File: src/rtl/nothing_fifo_pkg.sv
// rtl/nothing_fifo_pkg.sv - shared widths, status header code and status message builder for nothing_fifo
package nothing_fifo_pkg;

  localparam int MSG_WIDTH = 32;
  localparam int OVF_CNT_W = 16;
  localparam logic [7:0] MSG_OVERFLOW = 8'hE1;

  // Header in the top byte, counter in the low bits, zero padding between.
  function automatic logic [MSG_WIDTH-1:0] status_msg(input logic [OVF_CNT_W-1:0] cnt);
    return {MSG_OVERFLOW, {(MSG_WIDTH-8-OVF_CNT_W){1'b0}}, cnt};
  endfunction

endpackage

File: src/rtl/nothing_fifo_if.sv
// rtl/nothing_fifo_if.sv - sample stream, message channel and error flag bundle for nothing_fifo
interface nothing_fifo_if #(
  parameter int WDTH = 32
);

  logic [WDTH-1:0]                       in_data;
  logic                                  in_nd;
  logic [nothing_fifo_pkg::MSG_WIDTH-1:0] in_msg;
  logic                                  in_msg_nd;
  logic [WDTH-1:0]                       out_data;
  logic                                  out_nd;
  logic [nothing_fifo_pkg::MSG_WIDTH-1:0] out_msg;
  logic                                  out_msg_nd;
  logic                                  error;

  modport master (
    output in_data, in_nd, in_msg, in_msg_nd,
    input  out_data, out_nd, out_msg, out_msg_nd, error
  );

  modport slave (
    input  in_data, in_nd, in_msg, in_msg_nd,
    output out_data, out_nd, out_msg, out_msg_nd, error
  );

endinterface

File: src/rtl/nothing_fifo_mem.sv
// rtl/nothing_fifo_mem.sv - DEPTH x WDTH storage with registered read port, pointers and occupancy
module nothing_fifo_mem #(
  parameter int WDTH  = 32,
  parameter int DEPTH = 8,
  localparam int PW   = $clog2(DEPTH),
  localparam int CW   = $clog2(DEPTH + 1)
) (
  input  logic            clk,
  input  logic            rst,
  input  logic            wr_en,
  input  logic [WDTH-1:0] wr_data,
  input  logic            rd_en,
  output logic [WDTH-1:0] rd_data,
  output logic [CW-1:0]   count
);

  logic [WDTH-1:0] mem [DEPTH];
  logic [PW-1:0]   wr_ptr;
  logic [PW-1:0]   rd_ptr;

  // Storage carries no reset so it can map onto RAM; reset only blocks writes.
  always_ff @(posedge clk) begin
    if (wr_en && !rst) begin
      mem[wr_ptr] <= wr_data;
    end
  end

  // Pointers wrap naturally because DEPTH is a power of two.
  always_ff @(posedge clk) begin
    if (rst) begin
      wr_ptr  <= '0;
      rd_ptr  <= '0;
      count   <= '0;
      rd_data <= '0;
    end else begin
      if (wr_en) begin
        wr_ptr <= wr_ptr + 1'b1;
      end
      if (rd_en) begin
        rd_data <= mem[rd_ptr];
        rd_ptr  <= rd_ptr + 1'b1;
      end
      case ({wr_en, rd_en})
        2'b10:   count <= count + 1'b1;
        2'b01:   count <= count - 1'b1;
        default: count <= count;
      endcase
    end
  end

endmodule

File: src/rtl/nothing_fifo.sv
// rtl/nothing_fifo.sv - buffered rate-limited pass-through; NOTHING_FIFO_DEBUG_EN adds overflow status messages
module nothing_fifo
  import nothing_fifo_pkg::*;
#(
  parameter int WDTH    = 32,
  parameter int DEPTH   = 8,
  parameter int SPACING = 1
) (
  input  logic          clk,
  input  logic          rst,
  nothing_fifo_if.slave bus
);

  localparam int CW = $clog2(DEPTH + 1);
  localparam int SW = (SPACING > 1) ? $clog2(SPACING) : 1;

  logic [CW-1:0]        count;
  logic [SW-1:0]        spc_cnt;
  logic                 full;
  logic                 rd_issue;
  logic                 wr_en;
  logic                 drop;
  logic                 out_nd_q;
  logic                 error_q;
  logic [WDTH-1:0]      rd_data;
  logic [MSG_WIDTH-1:0] out_msg_q;
  logic                 out_msg_nd_q;

  // A read in the same cycle frees the slot a full FIFO needs for the write.
  assign full     = (count == CW'(DEPTH));
  assign rd_issue = (count != '0) && (spc_cnt == '0);
  assign wr_en    = bus.in_nd && (!full || rd_issue);
  assign drop     = bus.in_nd && full && !rd_issue;

  nothing_fifo_mem #(
    .WDTH  (WDTH),
    .DEPTH (DEPTH)
  ) u_mem (
    .clk     (clk),
    .rst     (rst),
    .wr_en   (wr_en),
    .wr_data (bus.in_data),
    .rd_en   (rd_issue),
    .rd_data (rd_data),
    .count   (count)
  );

  // The spacing counter runs down even while empty, so an idle gap earns no burst.
  always_ff @(posedge clk) begin
    if (rst) begin
      spc_cnt  <= '0;
      out_nd_q <= 1'b0;
      error_q  <= 1'b0;
    end else begin
      if (rd_issue) begin
        spc_cnt <= SW'(SPACING - 1);
      end else if (spc_cnt != '0) begin
        spc_cnt <= spc_cnt - 1'b1;
      end
      out_nd_q <= rd_issue;
      error_q  <= drop;
    end
  end

`ifdef NOTHING_FIFO_DEBUG_EN
  logic [OVF_CNT_W-1:0] ovf_cnt;
  logic [OVF_CNT_W-1:0] ovf_next;
  logic                 pend_v;
  logic [OVF_CNT_W-1:0] pend_cnt;
  logic                 status_v;
  logic [OVF_CNT_W-1:0] status_cnt;

  always_comb begin
    ovf_next   = (ovf_cnt == '1) ? ovf_cnt : ovf_cnt + 1'b1;
    status_v   = drop || pend_v;
    status_cnt = drop ? ovf_next : pend_cnt;
  end

  // Pass-through messages win; a newer overflow replaces any pending status.
  always_ff @(posedge clk) begin
    if (rst) begin
      ovf_cnt      <= '0;
      pend_v       <= 1'b0;
      pend_cnt     <= '0;
      out_msg_q    <= '0;
      out_msg_nd_q <= 1'b0;
    end else begin
      if (drop) begin
        ovf_cnt <= ovf_next;
      end
      if (bus.in_msg_nd) begin
        out_msg_q    <= bus.in_msg;
        out_msg_nd_q <= 1'b1;
        pend_v       <= status_v;
        pend_cnt     <= status_cnt;
      end else if (status_v) begin
        out_msg_q    <= status_msg(status_cnt);
        out_msg_nd_q <= 1'b1;
        pend_v       <= 1'b0;
      end else begin
        out_msg_q    <= bus.in_msg;
        out_msg_nd_q <= 1'b0;
      end
    end
  end
`else
  always_ff @(posedge clk) begin
    if (rst) begin
      out_msg_q    <= '0;
      out_msg_nd_q <= 1'b0;
    end else begin
      out_msg_q    <= bus.in_msg;
      out_msg_nd_q <= bus.in_msg_nd;
    end
  end
`endif

  assign bus.out_data   = rd_data;
  assign bus.out_nd     = out_nd_q;
  assign bus.error      = error_q;
  assign bus.out_msg    = out_msg_q;
  assign bus.out_msg_nd = out_msg_nd_q;

endmodule

File: src/flat_wrapper.sv
// flat-port wrapper written by rule: the top's interface ports become plain ports
module nothing_fifo_flat import nothing_fifo_pkg::*;
#(
  parameter int WDTH    = 32,
  parameter int DEPTH   = 8,
  parameter int SPACING = 1
)
  (clk, rst, bus_in_data, bus_in_nd, bus_in_msg, bus_in_msg_nd, bus_out_data, bus_out_nd, bus_out_msg, bus_out_msg_nd, bus_error);
  nothing_fifo_if #(.WDTH(WDTH)) bus_i ();
  input  logic clk;
  input  logic rst;
  input wire logic [$bits(bus_i.in_data)-1:0] bus_in_data;
  input wire logic [$bits(bus_i.in_nd)-1:0] bus_in_nd;
  input wire logic [$bits(bus_i.in_msg)-1:0] bus_in_msg;
  input wire logic [$bits(bus_i.in_msg_nd)-1:0] bus_in_msg_nd;
  output wire logic [$bits(bus_i.out_data)-1:0] bus_out_data;
  output wire logic [$bits(bus_i.out_nd)-1:0] bus_out_nd;
  output wire logic [$bits(bus_i.out_msg)-1:0] bus_out_msg;
  output wire logic [$bits(bus_i.out_msg_nd)-1:0] bus_out_msg_nd;
  output wire logic [$bits(bus_i.error)-1:0] bus_error;
  assign bus_i.in_data = bus_in_data;
  assign bus_i.in_nd = bus_in_nd;
  assign bus_i.in_msg = bus_in_msg;
  assign bus_i.in_msg_nd = bus_in_msg_nd;
  assign bus_out_data = bus_i.out_data;
  assign bus_out_nd = bus_i.out_nd;
  assign bus_out_msg = bus_i.out_msg;
  assign bus_out_msg_nd = bus_i.out_msg_nd;
  assign bus_error = bus_i.error;
  nothing_fifo #(.WDTH(WDTH), .DEPTH(DEPTH), .SPACING(SPACING)) u_core (.clk(clk), .rst(rst), .bus(bus_i));
endmodule
File: config.mk
export PLATFORM = sky130hd
export DESIGN_NAME = nothing_fifo_flat
export DESIGN_NICKNAME = d
export VERILOG_FILES = /design/src/rtl/nothing_fifo_pkg.sv /design/src/rtl/nothing_fifo_if.sv /design/src/rtl/nothing_fifo_mem.sv /design/src/rtl/nothing_fifo.sv /design/src/flat_wrapper.sv
export SDC_FILE = /design/constraint.sdc
export NUM_CORES = 1
export LEC_CHECK = 0
export CAP_MARGIN = 15
export CORE_ASPECT_RATIO = 1.1
export CORE_MARGIN = 5
export CORE_UTILIZATION = 56
export DETAILED_ROUTE_END_ITERATION = 16
export GPL_TIMING_DRIVEN = 0
export PLACE_DENSITY = 0.79
export SYNTH_ARGS = -nofsm -noshare
export SYNTH_HDL_FRONTEND = slang
export SYNTH_SLANG_ARGS = --single-unit
File: constraint.sdc
create_clock -name clk -period 4.15 [get_ports clk]
set_input_delay 0.415 -clock clk [delete_from_list [all_inputs] [get_ports clk]]
set_output_delay 0.415 -clock clk [all_outputs]
set_load 0.03 [all_outputs]
==> flow_summary_export.csv, run 1 <==
group,metric,value,unit
clock_tree,postCtsHoldBufs,0,
place,hpwl,16800,um
detailed_routing,avgRoutedWirePerCell,23.6,um
setup_path,r2r-start,"u_core.u_mem.count[0]",
timing,fin_ws,1200,ps
global_routing,antenna_found_initial,0,
detailed_routing,vias_per_cell,5.76,
timing,maxSlewHeadroom,27.7,%
clock_tree,root_buffer,"clkbuf_16",
timing,fin_worst_skew,8.97,ps
detailed_routing,wl,26600,um
timing,max_clock_freq,339,MHz
flow_run,cap_violations,0,
cells_and_area,stdcell_area,15400,um2
clock_tree,cts.sinks,334,
timing,period_needed,2950,ps
synth,async_flop_share,0,%
synth,syn_area,12400,um2
timing,hold_slack,420,ps
synth,ys_seq_elements,334,
synth,synth_edf_count,256,
setup_path,startpoint,"u_core.u_mem.count[0]",
synth,synth-seq-area-share,74.4,%
cells_and_area,synthToLayoutAreaGrowth,23.8,%
synth,netlist_instances,627,
synth,synth-main-ff-cell,"edfxtp_1",
pwr,power,8.95,mW
place,gp_congestion,0.767,
timing,fin_crit_sh,71.2,%
setup_path,cp.required,4400,ps
timing,fin_tns_setup,0,ps
detailed_routing,drc,0,
floorplanning,start_util,56.6,%
hold_path,hp-start,"bus_in_msg[13]",
hold_path,hp-class,"in -> reg",
timing,slew_viol_final,0,
cells_and_area,final_nets,880,
setup_path,cp_max_fo,7,
synth,ys_warn_count,0,
setup_path,r2r_setup_slack,1200,ps
detailed_routing,drt-initial-drc-count,546,
cells_and_area,mostFrequentLayoutCell,"edfxtp_1",
setup_path,endpoint_kind,"flip-flop",
clock_tree,cts-resized-gates,0,
global_routing,gr-total-overflow,0,
global_routing,grt_start_max_net_pins,21,
cells_and_area,mostFrequentLayoutCells,"edfxtp_1, clkdlybuf4s50_1, dfxtp_1, mux4_2",
floorplanning,io_pins,135,
clock_tree,clk_pin_slew,70,ps
pwr,irDropWorstVdd,0.341,mV
timing,worst_pin_slew,1070,ps
pwr,powerDensity,582,nW/um2
place,numPortBuffers,134,
global_routing,grt_pass1_wl,40700,um
floorplanning,rows,57,
detailed_routing,vias,6485,
synth,postSynthAreaPerCell,19.8,um2
floorplanning,coreArea,22000,um2
timing,rsz0062_at_grt,"no",
floorplanning,die_w,152,um
run_status,outcome,"finished clean",
timing,finalHoldViolations,0,
cells_and_area,diodes,0,
cells_and_area,final_layout_size_suffix_gt1_share,25.4,%
clock_tree,cts_buffers,30,
setup_path,critPathArrivalTime,3200,ps
timing,setup_viol,0,
floorplanning,die-height,166,um
pwr,p_leak,5.02,nW
place,dp_slack,868,ps
setup_path,worstSetupStartpointType,"flip-flop",
detailed_routing,postRouteAntennaNets,0,
clock_tree,postCtsSetupBuffers,0,
clock_tree,htreeDepth,1,
global_routing,grt_usage,20.9,%
global_routing,grt_pass1_vias,6837,
floorplanning,die_area,25300,um2
clock_tree,clk_path_buf_depth,3,
clock_tree,clock_latency,540,ps
synth,syn-num-nets,700,
place,place_area,14400,um2
clock_tree,cts_tree,"done",
detailed_routing,drt_pass1_iterations,5,
setup_path,crit_type,"reg -> reg",
synth,synth_cell_types,38,
-- final timing paths --
check	to	cells after the start
max	u_core.u_mem.mem[1][8]	7
min	u_core.bus.out_msg[13]	2
max reg2reg	u_core.u_mem.mem[1][8]	7
min reg2reg	u_core.u_mem.rd_data[25]	2
-- final cells by class --
cell class	instances	area, um2
Buffer	34	241
Clock inverter	19	183
Tap cell	295	369
Sequential cell	334	9250
Multi-Input combinational cell	257	2980
Fill cell	1351	6590
Timing Repair Buffer	148	1550
Inverter	2	7.51
Clock buffer	37	798
-- where the power goes --
group	internal, mW	total, mW	leakage, nW	switching [mW]
clock network	1.61	2.75	0.481	1.14
registers	3.83	4.02	2.96	0.188
logic	0.998	2.18	1.58	1.18
total	6.43	8.95	5.02	2.51
-- synth_stat cells, drive strengths merged (2+ instances only) --
| library cell | instances | area share (%) |
|---|---|---|
| nand3 | 4 | 0.24 |
| xor2 | 5 | 0.35 |
| ha | 5 | 0.50 |
| nor2b | 35 | 1.8 |
| nand2b | 3 | 0.15 |
| or3 | 2 | 0.10 |
| nand2 | 3 | 0.091 |
| mux2i | 3 | 0.24 |
| nor3 | 35 | 2.6 |
| buf | 21 | 1.6 |
| nor2 | 48 | 3.1 |
| mux4 | 64 | 12 |
| clkbuf | 13 | 0.39 |
| a21oi | 2 | 0.081 |
| o21ai | 5 | 0.23 |
| inv | 2 | 0.060 |
| edfxtp | 256 | 62 |
| o22ai | 32 | 1.6 |
| xnor2 | 2 | 0.14 |
| dfxtp | 78 | 13 |
-- layer usage --
layer  vias up  global-route usage [%]  share of wire [%]
met1      3313                    26.8                 38
met5         -                       0                  0
met3        50                    3.44                6.4
met2       287                    37.2                 53
met4         0                    5.90                2.2
li1       2835                       -                  -
-- cells by family (layout without fill, tap and decap cells) --
kind of cell | count (synthesis) | after routing | share of synthesized area (%)
other cells | 1 | 1 | 0.0302
flops | 334 | 334 | 74.4
mux | 67 | 67 | 11.8
compound gates | 41 | 41 | 2.05
xor+xnor | 7 | 7 | 0.494
simple gates | 136 | 136 | 8.62
fa+ha+maj | 5 | 5 | 0.504
buf+inv | 36 | 240 | 2.00
-- worst max-delay path: stages (launching register included) --
cell	delay (ps)
dfxtp_1	440
or3_1	230
o21ai_2	140
or3b_2	590
nor3_2	680
buf_6	240
buf_6	150
buf_6	160
-- state kept, by name, summed over array words and instances (netlist names) --
| signal | cells |
|---|---|
| u_core.bus.error | 1 |
| u_core.bus.out_msg | 32 |
| u_core.bus.out_msg_nd | 1 |
| u_core.bus.out_nd | 1 |
| u_core.spc_cnt | 1 |
| u_core.u_mem.count | 4 |
| u_core.u_mem.mem | 256 |
| u_core.u_mem.rd_data | 32 |
| u_core.u_mem.rd_ptr | 3 |
| u_core.u_mem.wr_ptr | 3 |
-- metrics by stage --
stage | instances | util, %
after floorplan | 627 | -
after global placement | 1056 | 64.3
after detailed placement | 1070 | 65.6
after CTS | 1126 | 70.0
after global routing | 1126 | 70.0
final | 1126 | 70.0
No activity file was read; power rests on OpenSTA's default activity.
==> run 2: changes to the inputs <==
--- a/config.mk
+++ b/config.mk
@@ -8,10 +8,10 @@
 export CAP_MARGIN = 15
 export CORE_ASPECT_RATIO = 1.1
 export CORE_MARGIN = 5
-export CORE_UTILIZATION = 56
+export CORE_UTILIZATION = 51
 export DETAILED_ROUTE_END_ITERATION = 16
 export GPL_TIMING_DRIVEN = 0
-export PLACE_DENSITY = 0.79
+export PLACE_DENSITY = 0.76
 export SYNTH_ARGS = -nofsm -noshare
 export SYNTH_HDL_FRONTEND = slang
 export SYNTH_SLANG_ARGS = --single-unit
==> constraint.sdc (replaced) <==
create_clock -name clk -period 2.5 [get_ports clk]
set_input_delay 0.25 -clock clk [delete_from_list [all_inputs] [get_ports clk]]
set_output_delay 0.25 -clock clk [all_outputs]
set_load 0.03 [all_outputs]
==> flow_summary_export.csv, run 2 (synthesized netlist as in run 1, its figures left out) <==
group,metric,value,unit
clock_tree,cts.sinks,334,
timing,fin_tns_setup,-36.8,ps
detailed_routing,postRouteAntennaNets,0,
run_status,outcome,"complete, but fails checks",
setup_path,endpoint_kind,"flip-flop",
pwr,switching_share,28.3,%
place,placed_cells,1081,
flow_run,cap_violations,0,
floorplanning,die_w,159,um
clock_tree,cts_tree,"done",
detailed_routing,vias,6390,
setup_path,crit_type,"reg -> reg",
timing,fin_crit_sh,101,%
clock_tree,clk_path_buf_depth,3,
detailed_routing,avgRoutedWirePerCell,23.0,um
global_routing,antenna_found_initial,1,
global_routing,grt_start_max_net_pins,25,
detailed_routing,drt-initial-drc-count,438,
cells_and_area,mostFrequentLayoutCells,"edfxtp_1, clkdlybuf4s50_1, dfxtp_1, mux4_2",
place,gp_congestion,0.745,
place,numPortBuffers,134,
detailed_routing,wl_met2,13800,um
setup_path,worstSetupStartpointType,"flip-flop",
clock_tree,postCtsHoldBufs,0,
global_routing,grt_pass1_vias,6861,
clock_tree,clk_pin_slew,60,ps
timing,max_clock_freq,394,MHz
cells_and_area,regArea,9250,um2
floorplanning,coreArea,24200,um2
detailed_routing,route.met3.wl,1670,um
pwr,power,14.9,mW
timing,slew_viol_final,0,
hold_path,hp-class,"in -> reg",
timing,setup_viol,1,
cells_and_area,largest_register_ffs,256,
setup_path,critPathArrivalTime,3010,ps
timing,worst_pin_slew,903,ps
run_status,violations,"negative setup slack",
setup_path,cp.required,2980,ps
hold_path,holdPathStages,2,
pwr,powerDensity,957,nW/um2
place,hpwl,16600,um
global_routing,gr-total-overflow,0,
pwr,p_comb_share,25.1,%
cells_and_area,multi_input_area,3050,um2
floorplanning,start_util,51.2,%
detailed_routing,wl,26300,um
detailed_routing,vias_per_cell,5.59,
timing,hold_slack,253,ps
floorplanning,die-height,174,um
place,place_area,14500,um2
floorplanning,rows,60,
cells_and_area,mostFrequentLayoutCell,"edfxtp_1",
clock_tree,clock_latency,550,ps
timing,period_needed,2540,ps
timing,rsz0062_at_grt,"yes",
detailed_routing,drt_pass1_iterations,5,
setup_path,reg2reg_depth,11,
floorplanning,die_area,27600,um2
pwr,p_leak,5.05,nW
place,dp_slack,-391,ps
pwr,seqPwrFrac,44.7,%
detailed_routing,highest_layer,"met4",
clock_tree,root_buffer,"clkbuf_16",
pwr,power_switching,4.22,mW
detailed_routing,drt-met1-wl,10200,um
cells_and_area,top_register,"u_core.u_mem.mem",
detailed_routing,drc,0,
global_routing,grt_usage,18.8,%
cells_and_area,final_layout_size_suffix_gt1_share,26.9,%
clock_tree,htreeDepth,1,
cells_and_area,fin_cells,1144,
pwr,clock_power_share,30.2,%
cells_and_area,final_nets,883,
timing,maxSlewHeadroom,39.8,%
floorplanning,io_pins,135,
cells_and_area,final_core_util,64.3,%
timing,fin_worst_skew,12.5,ps
pwr,p_int,10.7,mW
global_routing,grt_pass1_wl,40200,um
cells_and_area,synthToLayoutAreaGrowth,25.4,%
timing,finalHoldViolations,0,
pwr,irDropWorstVdd,0.620,mV
timing,fin_ws,-36.8,ps
clock_tree,cts_buffers,30,
setup_path,cp_max_fo,8,
cells_and_area,stdcell_area,15600,um2
cells_and_area,fill_cells,1607,
run 2: cell count changes in the layout (fill, tap and decap cells not counted), sizes merged:
cell      delta
buf          +4
clkbuf       +1
clkinv       -6
clkinvlp     +3
bufinv       -1
inv          +1
diode        +1
run 2: worst paths after layout:
path                                                from                       end  slack, ps
worst max register to register     u_core.u_mem.count[1]     u_core.u_mem.count[2]        -40
worst max-delay path               u_core.u_mem.count[1]     u_core.u_mem.count[2]        -40
worst min register to register  u_core.u_mem.rd_data[31]  u_core.u_mem.rd_data[31]        510
worst min-delay path                      bus_in_msg[26]    u_core.bus.out_msg[26]        250
run 2: power groups by stage:
| stage | logic, mW | registers, mW | clock network (mW) |
|---|---|---|---|
| 2_1_floorplan | 1.94 | 7.25 | 0 |
| 3_3_place_gp | 3.51 | 6.76 | 0 |
| 3_5_place_dp | 3.64 | 6.78 | 0 |
| 4_1_cts | 3.71 | 6.67 | 4.59 |
| 5_1_grt | 3.96 | 6.72 | 4.84 |
| 6_report | 3.74 | 6.67 | 4.50 |
run 2: repair_timing:
action                                  CTS  global route
setup buffers                             2             7
hold endpoints to repair                  0             0
gates resized for setup                  11             1
pin swaps                                 5             6
endpoints found under the setup margin  127            79
run 2: critical path: stages, from the launching register on:
cell and delay (ps):
dfxtp_1 300, buf_6 130, or4_4 530, and2_4 180
buf_12 120, ha_4 170, xor2_1 150, ha_1 210
a21oi_2 120, xor2_1 90, or3_1 310, a21oi_1 140
run 2: layout make-up:
type                       instances  share of cell area [%]
antenna                            1                  0.0161
buffer                            32                    1.45
clock buffer                      39                    5.16
clock inverter                    16                    1.13
inverter                           2                  0.0482
multi-input combinational        257                    19.6
sequential                       334                    59.3
tap                              310                    2.49
timing repair buffer             153                    10.8
run 2: layer usage:
layer / vias up / GRT usage [%]
met5: - / 0
met4: 0 / 5.52
li1: 2833 / -
met2: 246 / 32.7
met1: 3258 / 24.0
met3: 53 / 3.69
==> run 3: changes to the inputs <==
--- a/config.mk
+++ b/config.mk
@@ -5,11 +5,11 @@
 export SDC_FILE = /design/constraint.sdc
 export NUM_CORES = 1
 export LEC_CHECK = 0
-export CAP_MARGIN = 15
 export CORE_ASPECT_RATIO = 1.1
 export CORE_MARGIN = 5
 export CORE_UTILIZATION = 51
 export DETAILED_ROUTE_END_ITERATION = 16
+export GPL_ROUTABILITY_DRIVEN = 1
 export GPL_TIMING_DRIVEN = 0
 export PLACE_DENSITY = 0.76
 export SYNTH_ARGS = -nofsm -noshare
==> flow_summary_export.csv, run 3 (synthesized netlist as in run 1, its figures left out) <==
group,metric,value,unit
detailed_routing,drc,0,
pwr,power,15.5,mW
clock_tree,clk_path_buf_depth,3,
cells_and_area,mostFrequentLayoutCells,"edfxtp_1, clkdlybuf4s50_1, dfxtp_1, mux4_2",
cells_and_area,final_layout_size_suffix_gt1_share,28.3,%
place,place_area,14500,um2
setup_path,endpoint_kind,"flip-flop",
pwr,p_int,11.3,mW
timing,period_needed,2590,ps
clock_tree,clk_pin_slew,60,ps
timing,finalHoldViolations,0,
detailed_routing,drt_pass1_iterations,5,
pwr,powerDensity,986,nW/um2
setup_path,r2r_setup_slack,-90,ps
timing,fin_crit_sh,103,%
cells_and_area,top_register,"u_core.u_mem.mem",
floorplanning,die-height,174,um
setup_path,crit_top_cell,"a21oi_2",
timing,max_clock_freq,387,MHz
place,numPortBuffers,134,
setup_path,worstSetupStartpointType,"flip-flop",
detailed_routing,drt-initial-drc-count,408,
global_routing,grt_pass1_vias,6835,
cells_and_area,final_nets,889,
cells_and_area,stdcell_area,15800,um2
floorplanning,die_area,27600,um2
clock_tree,root_buffer,"clkbuf_16",
pwr,power_switching,4.25,mW
detailed_routing,avgRoutedWirePerCell,22.9,um
hold_path,hp-class,"in -> reg",
timing,worst_pin_slew,908,ps
setup_path,critical-path-slowest-cell,"or4_4",
global_routing,gr-total-overflow,0,
timing,fin_worst_skew,16.2,ps
setup_path,timing.critical_path.cells,"buf_6 -> or4_4 -> and2_4 -> buf_12 -> ha_4 -> xor2_2 -> ha_2 -> a21oi_2 -> xor2_1 -> or3_1 -> a21oi_2",
timing,hold_slack,252,ps
pwr,seqPwrFrac,42.9,%
detailed_routing,wl,26300,um
timing,setup_viol,2,
place,hpwl,16600,um
pwr,p_comb_share,24.3,%
setup_path,crit_path_max_incr_delay,530,ps
cells_and_area,synthToLayoutAreaGrowth,26.9,%
cells_and_area,mostFrequentLayoutCell,"edfxtp_1",
floorplanning,die_w,159,um
timing,maxSlewHeadroom,39.4,%
clock_tree,cts_buffers,31,
setup_path,crit_type,"reg -> reg",
timing,fin_ws,-85.6,ps
floorplanning,start_util,51.2,%
place,gp_congestion,0.745,
timing,fin_tns_setup,-87.3,ps
run_status,outcome,"complete, but fails checks",
detailed_routing,vias,6381,
floorplanning,coreArea,24200,um2
floorplanning,rows,60,
detailed_routing,postRouteAntennaNets,0,
timing,rsz0062_at_grt,"yes",
cells_and_area,largest_register_ffs,256,
global_routing,grt_usage,18.8,%
pwr,clock_power_share,32.8,%
timing,slew_viol_final,0,
place,dp_slack,-372,ps
global_routing,grt_start_max_net_pins,25,
pwr,irDropWorstVdd,0.554,mV
pwr,p_leak,5.15,nW
setup_path,cp.required,2980,ps
floorplanning,io_pins,135,
run_status,violations,"negative setup slack",
clock_tree,htreeDepth,1,
setup_path,critPathArrivalTime,3070,ps
clock_tree,clock_latency,550,ps
clock_tree,cts_tree,"done",
detailed_routing,vias_per_cell,5.54,
cells_and_area,diodes,0,
global_routing,grt_pass1_wl,40400,um
setup_path,cp_max_fo,7,
pwr,switching_share,27.3,%
global_routing,antenna_found_initial,0,
clock_tree,cts.sinks,334,
flow_run,cap_violations,0,
clock_tree,postCtsHoldBufs,0,
[run 3: cell types whose count changed in the layout (fill, tap and decap cells not counted), moves of 2 or more]
| cell | delta |
|---|---|
| bufinv_16 | +5 |
| clkbuf_2 | +3 |
| clkinv_1 | -3 |
| buf_4 | +6 |
| inv_6 | +2 |
| clkinvlp_4 | -2 |
[run 3: path summary, 6_finish.rpt]
check,startpoint,end,depth (start not counted)
min reg2reg,u_core.u_mem.rd_data[31],u_core.u_mem.rd_data[31],2
min,bus_in_msg[14],u_core.bus.out_msg[14],2
max,u_core.u_mem.count[1],u_core.u_mem.count[2],11
max reg2reg,u_core.u_mem.count[1],u_core.u_mem.count[2],11
[run 3: layout make-up]
class | count | area [um2]
Fill cell | 1575 | 8490
Clock inverter | 16 | 293
Clock buffer | 42 | 831
Timing Repair Buffer | 158 | 1700
Buffer | 32 | 226
Multi-Input combinational cell | 257 | 3060
Tap cell | 310 | 388
Sequential cell | 334 | 9250
Inverter | 2 | 7.51
[run 3: routing by layer]
metal  up-vias  track usage [%]  wire length (um)
met5         -                0                 0
met4         0             4.63               530
met3        34             3.40              1650
met2       240             32.5             13600
met1      3260             24.8             10600
li1       2847                -                 -
[run 3: timing repair]
action	in CTS	in global routing
buffers inserted	2	12
gates resized for setup	11	4
hold endpoints to repair	0	0
pin swaps	5	6
endpoints found under the setup margin	127	79
[run 3: through the flow]
step | util (%) | cells
after floorplan | - | 627
after global placement | 58.4 | 1071
after detailed placement | 59.7 | 1081
after CTS | 64.5 | 1139
after global routing | 65.0 | 1151
final | 65.0 | 1151
[run 3: worst max-delay path: cells and delay by family, from the launching register on]
family	cells	cell delay, ps
AO/OA/AOI/OAI	2	250
XOR/XNOR	2	250
adder cells (fa/ha/maj)	2	330
buffers and inverters	2	250
flip-flops	1	310
AND/OR/NAND/NOR	3	1120
[run 3: power groups by stage]
stage | Sequential (mW) | Clock [mW] | Combinational [mW]
6_report | 6.67 | 5.10 | 3.78
3_5_place_dp | 6.78 | 0 | 3.64
5_1_grt | 6.71 | 5.43 | 4.01
4_1_cts | 6.67 | 5.18 | 3.70
3_3_place_gp | 6.76 | 0 | 3.51
2_1_floorplan | 7.25 | 0 | 1.94
